**src/rtl/div_unit.sv**
```systemverilog
// Iterative radix-2 restoring divider for DIV/DIVU in the E stage.
// One quotient bit per cycle. Operands are converted to magnitudes at start,
// and the signs are corrected on the edge that completes the last step.
// quotient/remainder hold their values until the next completed divide or reset.
module div_unit #(
  parameter int WIDTH = 32
) (
  input  logic             clk,
  input  logic             reset,
  input  logic             div,
  input  logic             div_signed,
  input  logic             de_valid,
  input  logic             cancel,
  input  logic [WIDTH-1:0] op_a,
  input  logic [WIDTH-1:0] op_b,
  output logic [WIDTH-1:0] quotient,
  output logic [WIDTH-1:0] remainder,
  output logic             div_complete,
  output logic             busy
);

  localparam int CW = $clog2(WIDTH) + 1;

  typedef enum logic [1:0] {
    IDLE = 2'd0,
    BUSY = 2'd1,
    DONE = 2'd2
  } state_t;

  state_t           state_q;
  logic [CW-1:0]    cnt_q;
  logic [WIDTH-1:0] rem_q;
  logic [WIDTH-1:0] quo_q;
  logic [WIDTH-1:0] dvsr_q;
  logic             a_neg_q;
  logic             q_neg_q;
  logic             sgn_q;
  logic             zero_q;
  logic [WIDTH-1:0] quotient_q;
  logic [WIDTH-1:0] remainder_q;
  logic             div_complete_q;
  logic             busy_q;

  logic             start_s;
  logic [WIDTH-1:0] abs_a_s;
  logic [WIDTH-1:0] abs_b_s;
  logic [WIDTH:0]   rem_shift_s;
  logic [WIDTH:0]   diff_s;
  logic [WIDTH-1:0] rem_d;
  logic [WIDTH-1:0] quo_d;
  logic [WIDTH-1:0] quot_fix_d;
  logic [WIDTH-1:0] rem_fix_d;
  logic             last_step_s;

  assign quotient     = quotient_q;
  assign remainder    = remainder_q;
  assign div_complete = div_complete_q;
  assign busy         = busy_q;

  // Start qualification, operand magnitudes and one restoring step with sign fix-up.
  always_comb begin
    start_s     = div & de_valid & ~cancel;
    abs_a_s     = (div_signed && op_a[WIDTH-1]) ? (~op_a + {{(WIDTH-1){1'b0}}, 1'b1}) : op_a;
    abs_b_s     = (div_signed && op_b[WIDTH-1]) ? (~op_b + {{(WIDTH-1){1'b0}}, 1'b1}) : op_b;
    last_step_s = (cnt_q == CW'(WIDTH - 1));
    rem_shift_s = {rem_q, quo_q[WIDTH-1]};
    diff_s      = rem_shift_s - {1'b0, dvsr_q};
    if (!diff_s[WIDTH]) begin
      rem_d = diff_s[WIDTH-1:0];
      quo_d = {quo_q[WIDTH-2:0], 1'b1};
    end else begin
      rem_d = rem_shift_s[WIDTH-1:0];
      quo_d = {quo_q[WIDTH-2:0], 1'b0};
    end
    // With a zero divisor every trial subtract succeeds, so the remainder
    // register ends up holding |op_a|; re-applying the dividend sign below
    // therefore reproduces op_a exactly as sampled.
    if (zero_q) begin
      quot_fix_d = {WIDTH{1'b1}};
    end else if (sgn_q && q_neg_q) begin
      quot_fix_d = ~quo_d + {{(WIDTH-1){1'b0}}, 1'b1};
    end else begin
      quot_fix_d = quo_d;
    end
    if (sgn_q && a_neg_q) begin
      rem_fix_d = ~rem_d + {{(WIDTH-1){1'b0}}, 1'b1};
    end else begin
      rem_fix_d = rem_d;
    end
  end

  // Divider FSM: operand capture, iteration, result write-back and completion pulse.
  always_ff @(posedge clk) begin
    if (!reset) begin
      state_q        <= IDLE;
      cnt_q          <= {CW{1'b0}};
      rem_q          <= {WIDTH{1'b0}};
      quo_q          <= {WIDTH{1'b0}};
      dvsr_q         <= {WIDTH{1'b0}};
      a_neg_q        <= 1'b0;
      q_neg_q        <= 1'b0;
      sgn_q          <= 1'b0;
      zero_q         <= 1'b0;
      quotient_q     <= {WIDTH{1'b0}};
      remainder_q    <= {WIDTH{1'b0}};
      div_complete_q <= 1'b0;
      busy_q         <= 1'b0;
    end else begin
      case (state_q)
        IDLE: begin
          div_complete_q <= 1'b0;
          if (start_s) begin
            quo_q   <= abs_a_s;
            dvsr_q  <= abs_b_s;
            rem_q   <= {WIDTH{1'b0}};
            cnt_q   <= {CW{1'b0}};
            a_neg_q <= op_a[WIDTH-1];
            q_neg_q <= op_a[WIDTH-1] ^ op_b[WIDTH-1];
            sgn_q   <= div_signed;
            zero_q  <= (op_b == {WIDTH{1'b0}});
            busy_q  <= 1'b1;
            state_q <= BUSY;
          end else begin
            busy_q  <= 1'b0;
            state_q <= IDLE;
          end
        end
        BUSY: begin
          if (cancel) begin
            busy_q  <= 1'b0;
            state_q <= IDLE;
          end else begin
            rem_q <= rem_d;
            quo_q <= quo_d;
            cnt_q <= cnt_q + {{(CW-1){1'b0}}, 1'b1};
            if (last_step_s) begin
              quotient_q     <= quot_fix_d;
              remainder_q    <= rem_fix_d;
              div_complete_q <= 1'b1;
              state_q        <= DONE;
            end else begin
              state_q <= BUSY;
            end
          end
        end
        DONE: begin
          div_complete_q <= 1'b0;
          busy_q         <= 1'b0;
          state_q        <= IDLE;
        end
        default: begin
          div_complete_q <= 1'b0;
          busy_q         <= 1'b0;
          state_q        <= IDLE;
        end
      endcase
    end
  end

endmodule

```
**config.mk**
```make
export PLATFORM = sky130hd
export DESIGN_NAME = div_unit
export DESIGN_NICKNAME = d
export VERILOG_FILES = /design/src/rtl/div_unit.sv
export SDC_FILE = /design/constraint.sdc
export NUM_CORES = 1
export LEC_CHECK = 0
export CORE_ASPECT_RATIO = 0.6
export CORE_MARGIN = 2
export CORE_UTILIZATION = 30
export DETAILED_ROUTE_END_ITERATION = 6
export GPL_TIMING_DRIVEN = 0
export PLACE_DENSITY_LB_ADDON = 0.12
export SYNTH_ARGS = -nofsm -noshare
export SYNTH_HDL_FRONTEND = slang
export SYNTH_SLANG_ARGS = --single-unit
```
**constraint.sdc**
```tcl
create_clock -name clk -period 4.6 [get_ports clk]
set_clock_uncertainty 0.2 [all_clocks]
set_input_delay 0.69 -clock clk [delete_from_list [all_inputs] [get_ports clk]]
set_output_delay 0.69 -clock clk [all_outputs]
set_load 0.05 [all_outputs]
```
; Word level (Yosys, flattened, before mapping)
; Index checks and enable logic that the tools add are counted.
[totals]
word_cells = 67
register_bits = 174
in_bits = 70
[op_classes]
add_sub_neg = 6
n_eq_ne = 5
n_reduce_logical = 12
bitwise = 8
muxes = 23
[op_table]
columns = op, count
row1 = two-way mux 32 bit, 10
row2 = adder 32 x 1 -> 32 bit (second input constant), 4
row3 = inverter 32 bit, 4
row4 = one-hot mux 32 bit (2 select lines), 2
row5 = subtractor 33 x 32 -> 33 bit, 1
row6 = zero test 32 bit, 1
row7 = two-way mux 6 bit, 2
row8 = one-hot mux 6 bit (2 select lines), 1
row9 = adder 6 x 1 -> 6 bit (second input constant), 1
row10 = == test 6 x 5 -> 1 bit (second input constant), 1
row11 = != test 2 bit (second input constant), 3
row12 = AND reduction 2 bit, 3
row13 = AND reduction 3 bit, 2
row14 = logical AND 1 bit, 4
row15 = two-way mux 1 bit, 4
row16 = two-way mux 2 bit, 2
row17 = one-hot mux 2 bit (2 select lines), 1
row18 = AND 1 bit, 2
row19 = == test 2 x 1 -> 1 bit (second input constant), 1
row20 = zero test 2 bit, 1
row21 = one-hot mux 1 bit (2 select lines), 1
row22 = nonzero test 2 bit, 1
row23 = inverter 1 bit, 1
row24 = bitwise XOR 1 bit, 1

; Logic depth before layout (Yosys ltp)
; Gate-level depths: netlist of run 1.
[logic_depth]
ltp_word = 6
ltp_mapped = 23
ltp_nobuf = 19

; Worst setup path before layout of run 1
; No wires, ideal clock.
[synth_timing]
path_type = register to register
start = register quo_q[31]
end = register remainder_q[22], in the netlist remainder[22]
path_stages_with_launch = 22
path_buffers = 4
setup_slack_ns = -0.191
arrival_ns = 4.517
setup_time_ns = 0.074
path_cell_list = dfxtp_1 inv_1 ha_1 fa_1 nor2b_4 o31ai_2 a21oi_2 a21oi_2 o31a_4 xnor2_4 inv_4 buf_6 buf_6 buf_2 buf_2 a21oi_1 ha_1 nand3b_1 mux2i_2 a31oi_1 or4_1 a31oi_1
[synth_between]
elab_chain_cells = 5
[synth_rtl]
columns = item, line_no
row1 = "start, declared", 33  ; logic [WIDTH-1:0] quo_q;
row2 = "start signal, assigned", 98  ; quo_q <= {WIDTH{1'b0}};
row3 = "start signal, assigned", 113  ; quo_q <= abs_a_s;
row4 = "start signal, assigned", 134  ; quo_q <= quo_d;
row5 = subtractor 33 x 32 -> 33 bit, 67  ; diff_s = rem_shift_s - {1'b0, dvsr_q};
row6 = two-way mux 32 bit *, 68  ; if (!diff_s[WIDTH]) begin
row7 = inverter 32 bit, 86  ; rem_fix_d = ~rem_d + {{(WIDTH-1){1'b0}}, 1'b1};
row8 = adder 32 x 1 -> 32 bit, 86
row9 = two-way mux 32 bit *, 85  ; if (sgn_q && a_neg_q) begin
row10 = "end signal, assigned", 105  ; remainder_q <= {WIDTH{1'b0}};
row11 = "end signal, assigned", 138  ; remainder_q <= rem_fix_d;
row12 = "end, declared", 40  ; logic [WIDTH-1:0] remainder_q;
; Every way passes the cells marked *; elsewhere a longest branch is shown, timed or not.
; A chain may end at the register's enable or synchronous reset.

; Worst setup path after layout of run 1
[layout_timing]
start = register quo_q[31]
end = register remainder_q[28], in the netlist remainder[28]
; The elaborated chain is that of the path after synthesis.

==> results_dict.tcl, run 1 <==
set metrics [dict create \
    status "finished, violations left" \
    violations "negative setup slack" \
    antenna_found_initial 0 \
    holdWs_ns 0.2561 \
    cts.sinks 174 \
    routed_via_density 5.631 \
    maxSlewHeadroom_pct 9.503 \
    tightest_slew_ns 1.345 \
    antenna_cells 0 \
    leakage_nw 5.603 \
    critPathCaptureType "flop" \
    die_y_um 159.3 \
    grt_pass1_vias 11904 \
    overflow 0 \
    setup_ws_ns -0.1410 \
    drtAntennaViolNets 0 \
    synth_cell_types 87 \
    vias 13227 \
    htreeDepth 4 \
    hold_end "remainder[3]" \
    grt_first_pass_wirelength_mm 77.90 \
    worstRegToRegCells 20 \
    critPathKind "reg2reg" \
    clock_latency_ns 0.46 \
    layout_common_cells "184 x nor2_1, 171 x dfxtp_1, 150 x nand2_1, 145 x a21oi_1, 134 x clkdlybuf4s50_1" \
    dr.pass1.iters 7 \
    hpwlAfterDp_mm 41.87 \
    initial_utilization_pct 30.62 \
    fmax_ghz 0.2109 \
    crit_fanout 6 \
    synth_top_cell_by_area "dfxtp_1" \
    port-buffer-count 134 \
    setup_viol 5 \
    slew_viol_final 0 \
    grt_setup_unrepaired "yes" \
    cts_buffer_depth 2 \
    grtUsageTotal_pct 24.65 \
    r2r_slack_ns -0.14 \
    ys_seq_area_share_pct 28.89 \
    reg2reg_from "quo_q[31]" \
    dp.cells 2285 \
    n_fill_cell 4162 \
    cts-hold-fix-buffers 0 \
    coreArea_um2 39380 \
    stdcell_count 2349 \
    route.detailed.drc 0 \
    ys_ff_latch 174 \
    hold_class "reg2reg" \
    synth.area.top_cells "dfxtp_1 29%, a21oi_1 6.4%, nor2_1 5.8%, nand2_1 4.7%, o21ai_0 4.5%" \
    synth.avg_cell_area_um2 7.403 \
    crit_path_start_kind "flop" \
    dpl_cell_area_um2 14120 \
    io_pins 136 \
    vdd_drop_max_v 0.0002035 \
    arrival_ns 4.89 \
    final_util_pct 38.80 \
    wirelength_mm 52.90 \
    path_clk_slew_ns 0.08 \
    post-route-period-util_pct 103.1 \
    grt_max_degree 20 \
    design_area_um2 15280 \
    yosys_warnings 0 \
    numCtsBuffers 17 \
    area_growth_pct 26.69 \
    async_flop_share_pct 0 \
    nets 1922 \
    timing.rr.end "remainder[28]" \
    synth_flop_cell "dfxtp_1" \
    gp_congestion 0.9253 \
    period_needed_ns 4.741 \
    worstHoldPathCells 2 \
    mostFrequentLayoutCell "nor2_1" \
    power_density_nw_per_um2 283.9 \
    synth_top_area_share_pct 28.89 \
    crit_required_ns 4.75 \
    cts_tree "built" \
    hold_viol_final 0 \
    drive_above_1_share_pct 8.922 \
    drt_iter0_markers 1351 \
    synth_cells 1629 \
    synth-edff-count 0 \
    cap_viol_max_count 0 \
    syn-num-nets 1737 \
    placementRows 56 \
    cts_root_buf "clkbuf_16" \
    dieArea_um2 41870 \
    die_x_um 262.8 \
    synthesis.area_um2 12060 \
    worstHoldStart "remainder[3]" \
    wl_per_cell_um 22.52 \
]
-- cells in the mapped netlist, types with 30 or more instances --
cell type	number
nor2_1	186
dfxtp_1	174
a21oi_1	155
nand2_1	150
o21ai_0	109
clkbuf_1	80
nand3_1	78
a211oi_1	59
xor2_1	59
xnor2_1	58
inv_1	53
nor3_1	50
ha_1	37
and2_1	30
-- through the flow --
stage,setup TNS (ns),power [W],setup slack (ns)
2_1_floorplan,0,0.002306,0.02297
3_3_place_gp,-14.41,0.002703,-1.167
6_report,-0.2522,0.004338,-0.1410
4_1_cts,0,0.004256,0.01676
5_1_grt,-0.6354,0.004502,-0.1926
3_5_place_dp,-14.09,0.002703,-1.129
-- what timing repair did --
| action | in CTS | in global routing |
|---|---|---|
| setup buffers | 17 | 21 |
| gates resized for setup | 28 | 52 |
| setup endpoints to repair | 26 | 24 |
| pin swaps | 9 | 30 |
| endpoints found under the hold margin | 0 | 0 |
-- critical path, stage by stage (launching register included) --
cell and delay (ns):
dfxtp_2 0.36, inv_4 0.05, ha_4 0.16, fa_2 0.41
nor2b_4 0.16, o31ai_4 0.11, a21oi_4 0.28, a21oi_4 0.11
o31a_4 0.40, xnor2_4 0.21, clkinv_4 0.14, buf_12 0.17
buf_12 0.14, a21oi_4 0.18, ha_4 0.18, nand3b_1 0.16
mux2i_4 0.30, and2_4 0.27, nand4_1 0.13, mux2i_1 0.18
o31a_1 0.27
-- cell families after synthesis --
family / Yosys count / synth area share, %
adder cells (fa/ha/maj): 38 / 4.005
buffers and inverters: 163 / 5.468
XOR/XNOR: 118 / 8.726
flip-flops: 174 / 28.89
AO/OA/AOI/OAI: 491 / 25.84
multiplexers: 28 / 2.407
AND/OR/NAND/NOR: 617 / 24.67
-- layout make-up --
class	count	area, um2	share of cell area, %
clock inverters	15	167.7	1.097
multi-input cells	1292	8225	53.84
plain buffers	104	484.2	3.170
well taps	522	653.1	4.275
clock buffers	17	425.4	2.785
repair buffers	171	1624	10.63
inverters	54	210.2	1.376
flip-flops and latches	174	3487	22.83
-- power breakdown --
group          total, W  switching, W  leakage (nW)  internal (W)
combinational   0.00127      0.000795          3.90      0.000473
sequential      0.00157     0.0000327          1.41       0.00154
clock           0.00150      0.000768         0.292      0.000732
total           0.00434       0.00160          5.60       0.00274
-- worst max path at each step --
| stage | startpoint | to | slack, ns | cells after the start |
|---|---|---|---|---|
| global route | quo_q[31] | remainder[28] | -0.19 | 20 |
| finish | quo_q[31] | remainder[28] | -0.14 | 20 |
| detailed placement | quo_q[31] | remainder[16] | -1.13 | 23 |
| CTS | quo_q[31] | remainder[22] | 0.02 | 21 |
| floorplan | quo_q[31] | remainder[22] | 0.02 | 21 |
| global placement | quo_q[31] | remainder[16] | -1.17 | 23 |
-- metal layers --
metal | track usage [%] | share of wire [%] | vias to the layer above
met5 | 0 | 0 | -
met4 | 4.623 | 1.2 | 0
met3 | 7.733 | 11 | 36
met2 | 30.36 | 35 | 539
met1 | 39.92 | 52 | 6392
li1 | - | - | 6260
-- sequential cells by signal (all words and copies together) (netlist names) --
register,flops
a_neg_q,1
busy,1
cnt_q,6
div_complete,1
dvsr_q,32
q_neg_q,1
quo_q,32
quotient,32
rem_q,32
remainder,32
sgn_q,1
state_q,2
zero_q,1
No activity file was read; power rests on OpenSTA's default activity.
==> inputs of run 2 (changes only) <==
--- a/config.mk
+++ b/config.mk
@@ -6,11 +6,13 @@
 export NUM_CORES = 1
 export LEC_CHECK = 0
 export CORE_ASPECT_RATIO = 0.6
-export CORE_MARGIN = 2
+export CORE_MARGIN = 5
 export CORE_UTILIZATION = 30
+export CTS_CLUSTER_SIZE = 16
 export DETAILED_ROUTE_END_ITERATION = 6
 export GPL_TIMING_DRIVEN = 0
 export PLACE_DENSITY_LB_ADDON = 0.12
+export SETUP_SLACK_MARGIN = 0.1
 export SYNTH_ARGS = -nofsm -noshare
 export SYNTH_HDL_FRONTEND = slang
 export SYNTH_SLANG_ARGS = --single-unit
==> results_dict.tcl, run 2 (synthesis gave the netlist of run 1 again) <==
set metrics [dict create \
    tightest_slew_ns 1.188 \
    n_fill_cell 4106 \
    cts.sinks 174 \
    slew_viol_final 0 \
    reg2reg_from "quo_q[31]" \
    vias 13448 \
    drt_iter0_markers 1451 \
    route.detailed.drc 0 \
    port-buffer-count 134 \
    grt_max_degree 19 \
    cts-hold-fix-buffers 0 \
    dr.pass1.iters 5 \
    leakage_nw 5.604 \
    arrival_ns 4.74 \
    setup_viol 1 \
    critPathCaptureType "flop" \
    dieArea_um2 44440 \
    ff_latch_area_um2 3491 \
    hpwlAfterDp_mm 42.87 \
    hold_viol_final 0 \
    post-route-period-util_pct 100.2 \
    routed_via_density 5.730 \
    gp_congestion 0.9311 \
    initial_utilization_pct 30.62 \
    grtUsageTotal_pct 23.65 \
    power_w 0.004373 \
    wirelength_mm 54.02 \
    nets 1919 \
    cap_viol_max_count 0 \
    die_y_um 165.3 \
    drtAntennaViolNets 0 \
    crit_required_ns 4.73 \
    coreArea_um2 39380 \
    cts_root_buf "clkbuf_16" \
    clock_latency_ns 0.45 \
    cts_buffer_depth 2 \
    cts_tree "built" \
    period_needed_ns 4.611 \
    layout_common_cells "184 x nor2_1, 170 x dfxtp_1, 149 x nand2_1, 149 x a21oi_1, 134 x clkdlybuf4s50_1" \
    grt_first_pass_wirelength_mm 78.74 \
    drive_above_1_share_pct 8.662 \
    final_util_pct 38.76 \
    violations "negative setup slack" \
    htreeDepth 4 \
    crit_path_start_kind "flop" \
    area_growth_pct 26.57 \
    io_pins 136 \
    overflow 0 \
    power_density_nw_per_um2 286.5 \
    vdd_drop_max_v 0.0002270 \
    maxSlewHeadroom_pct 20.08 \
    hold_class "reg2reg" \
    r2r_slack_ns -0.01 \
    worstHoldStart "remainder[5]" \
    setup_ws_ns -0.01111 \
    wl_per_cell_um 23.02 \
    path_clk_slew_ns 0.08 \
    crit_fanout 4 \
    critPathKind "reg2reg" \
    numCtsBuffers 17 \
    status "finished, violations left" \
    die_x_um 268.8 \
    fmax_ghz 0.2169 \
    mostFrequentLayoutCell "nor2_1" \
    antenna_found_initial 0 \
    crit_path_start "quo_q[31]" \
    placementRows 56 \
    multi_input_area_um2 8199 \
    grt_setup_unrepaired "yes" \
    grt_pass1_vias 11979 \
]
-- run 2: cell types whose count changed in the layout (fill, tap and decap cells not counted), moves of 2 or more --
cell     previous run  this run
a21oi_1           145       149
a21oi_2             8         4
buf_4              35        31
inv_6               4         1
xnor2_2             3         0
a31oi_1            20        22
a31oi_4             3         1
buf_12              3         5
xnor2_1            54        56
-- run 2: critical path, cell delays in order (launching register included) --
cell	delay, ns
dfxtp_2	0.36
inv_4	0.05
ha_4	0.16
fa_2	0.41
nor2b_4	0.15
o31ai_4	0.09
a21oi_4	0.29
a21oi_4	0.11
o31a_4	0.32
xnor2_4	0.20
inv_4	0.08
buf_12	0.14
buf_12	0.13
buf_12	0.14
a21oi_4	0.20
ha_4	0.19
nand3b_1	0.14
mux2i_4	0.28
and2_4	0.25
nand4_1	0.12
mux2i_1	0.17
o31a_1	0.30
-- run 2: metrics by stage --
step	instance area (um2)	hold WS, ns	worst slack, ns	cells	setup TNS (ns)
after floorplan	12140	0.2319	0.1220	1629	0
after global placement	14130	0.2430	-1.038	2285	-11.99
after detailed placement	14140	0.2482	-1.017	2286	-11.88
after CTS	15070	0.2588	0.04621	2340	0
after global routing	15260	0.2764	-0.1063	2346	-0.1943
final	15260	0.2572	-0.01111	2347	-0.01111
-- run 2: final cells by class --
class / instances / area share (%)
antenna: 1 / 0.01639
buffer: 107 / 3.386
clock buffer: 17 / 2.787
clock inverter: 15 / 1.180
inverter: 54 / 1.361
multi-input combinational: 1292 / 53.72
sequential: 174 / 22.87
tap: 522 / 4.279
timing repair buffer: 165 / 10.40
-- run 2: timing repair --
item | 4_1_cts | 5_1_grt
setup endpoints to repair | 30 | 28
pin swaps | 17 | 22
resized for setup | 40 | 36
buffers inserted | 23 | 7
-- run 2: final timing paths --
check,cells past startpoint,to
setup reg to reg,21,remainder[28]
setup / recovery,21,remainder[28]
hold / removal,2,remainder[5]
hold reg to reg,2,remainder[5]
-- run 2: power breakdown --
part	total, W	switching (W)	internal [W]
combinational	0.00127	0.000796	0.000474
sequential	0.00157	0.0000329	0.00154
clock	0.00153	0.000753	0.000781
total	0.00437	0.00158	0.00279
-- run 2: metal layers --
metal	share of wire, %	wire length, um	track usage [%]
met1	53	28520	40.33
met5	0	0	0
met4	0.69	372	3.633
met2	37	19740	29.56
met3	10	5394	4.679
==> inputs of run 3 (changes only) <==
--- a/config.mk
+++ b/config.mk
@@ -5,6 +5,7 @@
 export SDC_FILE = /design/constraint.sdc
 export NUM_CORES = 1
 export LEC_CHECK = 0
+export ABC_CLOCK_PERIOD_IN_PS = 4600
 export CORE_ASPECT_RATIO = 0.6
 export CORE_MARGIN = 5
 export CORE_UTILIZATION = 30
==> results of run 3 <==
Final layout, timing and power as in run 2 (identical DEF).
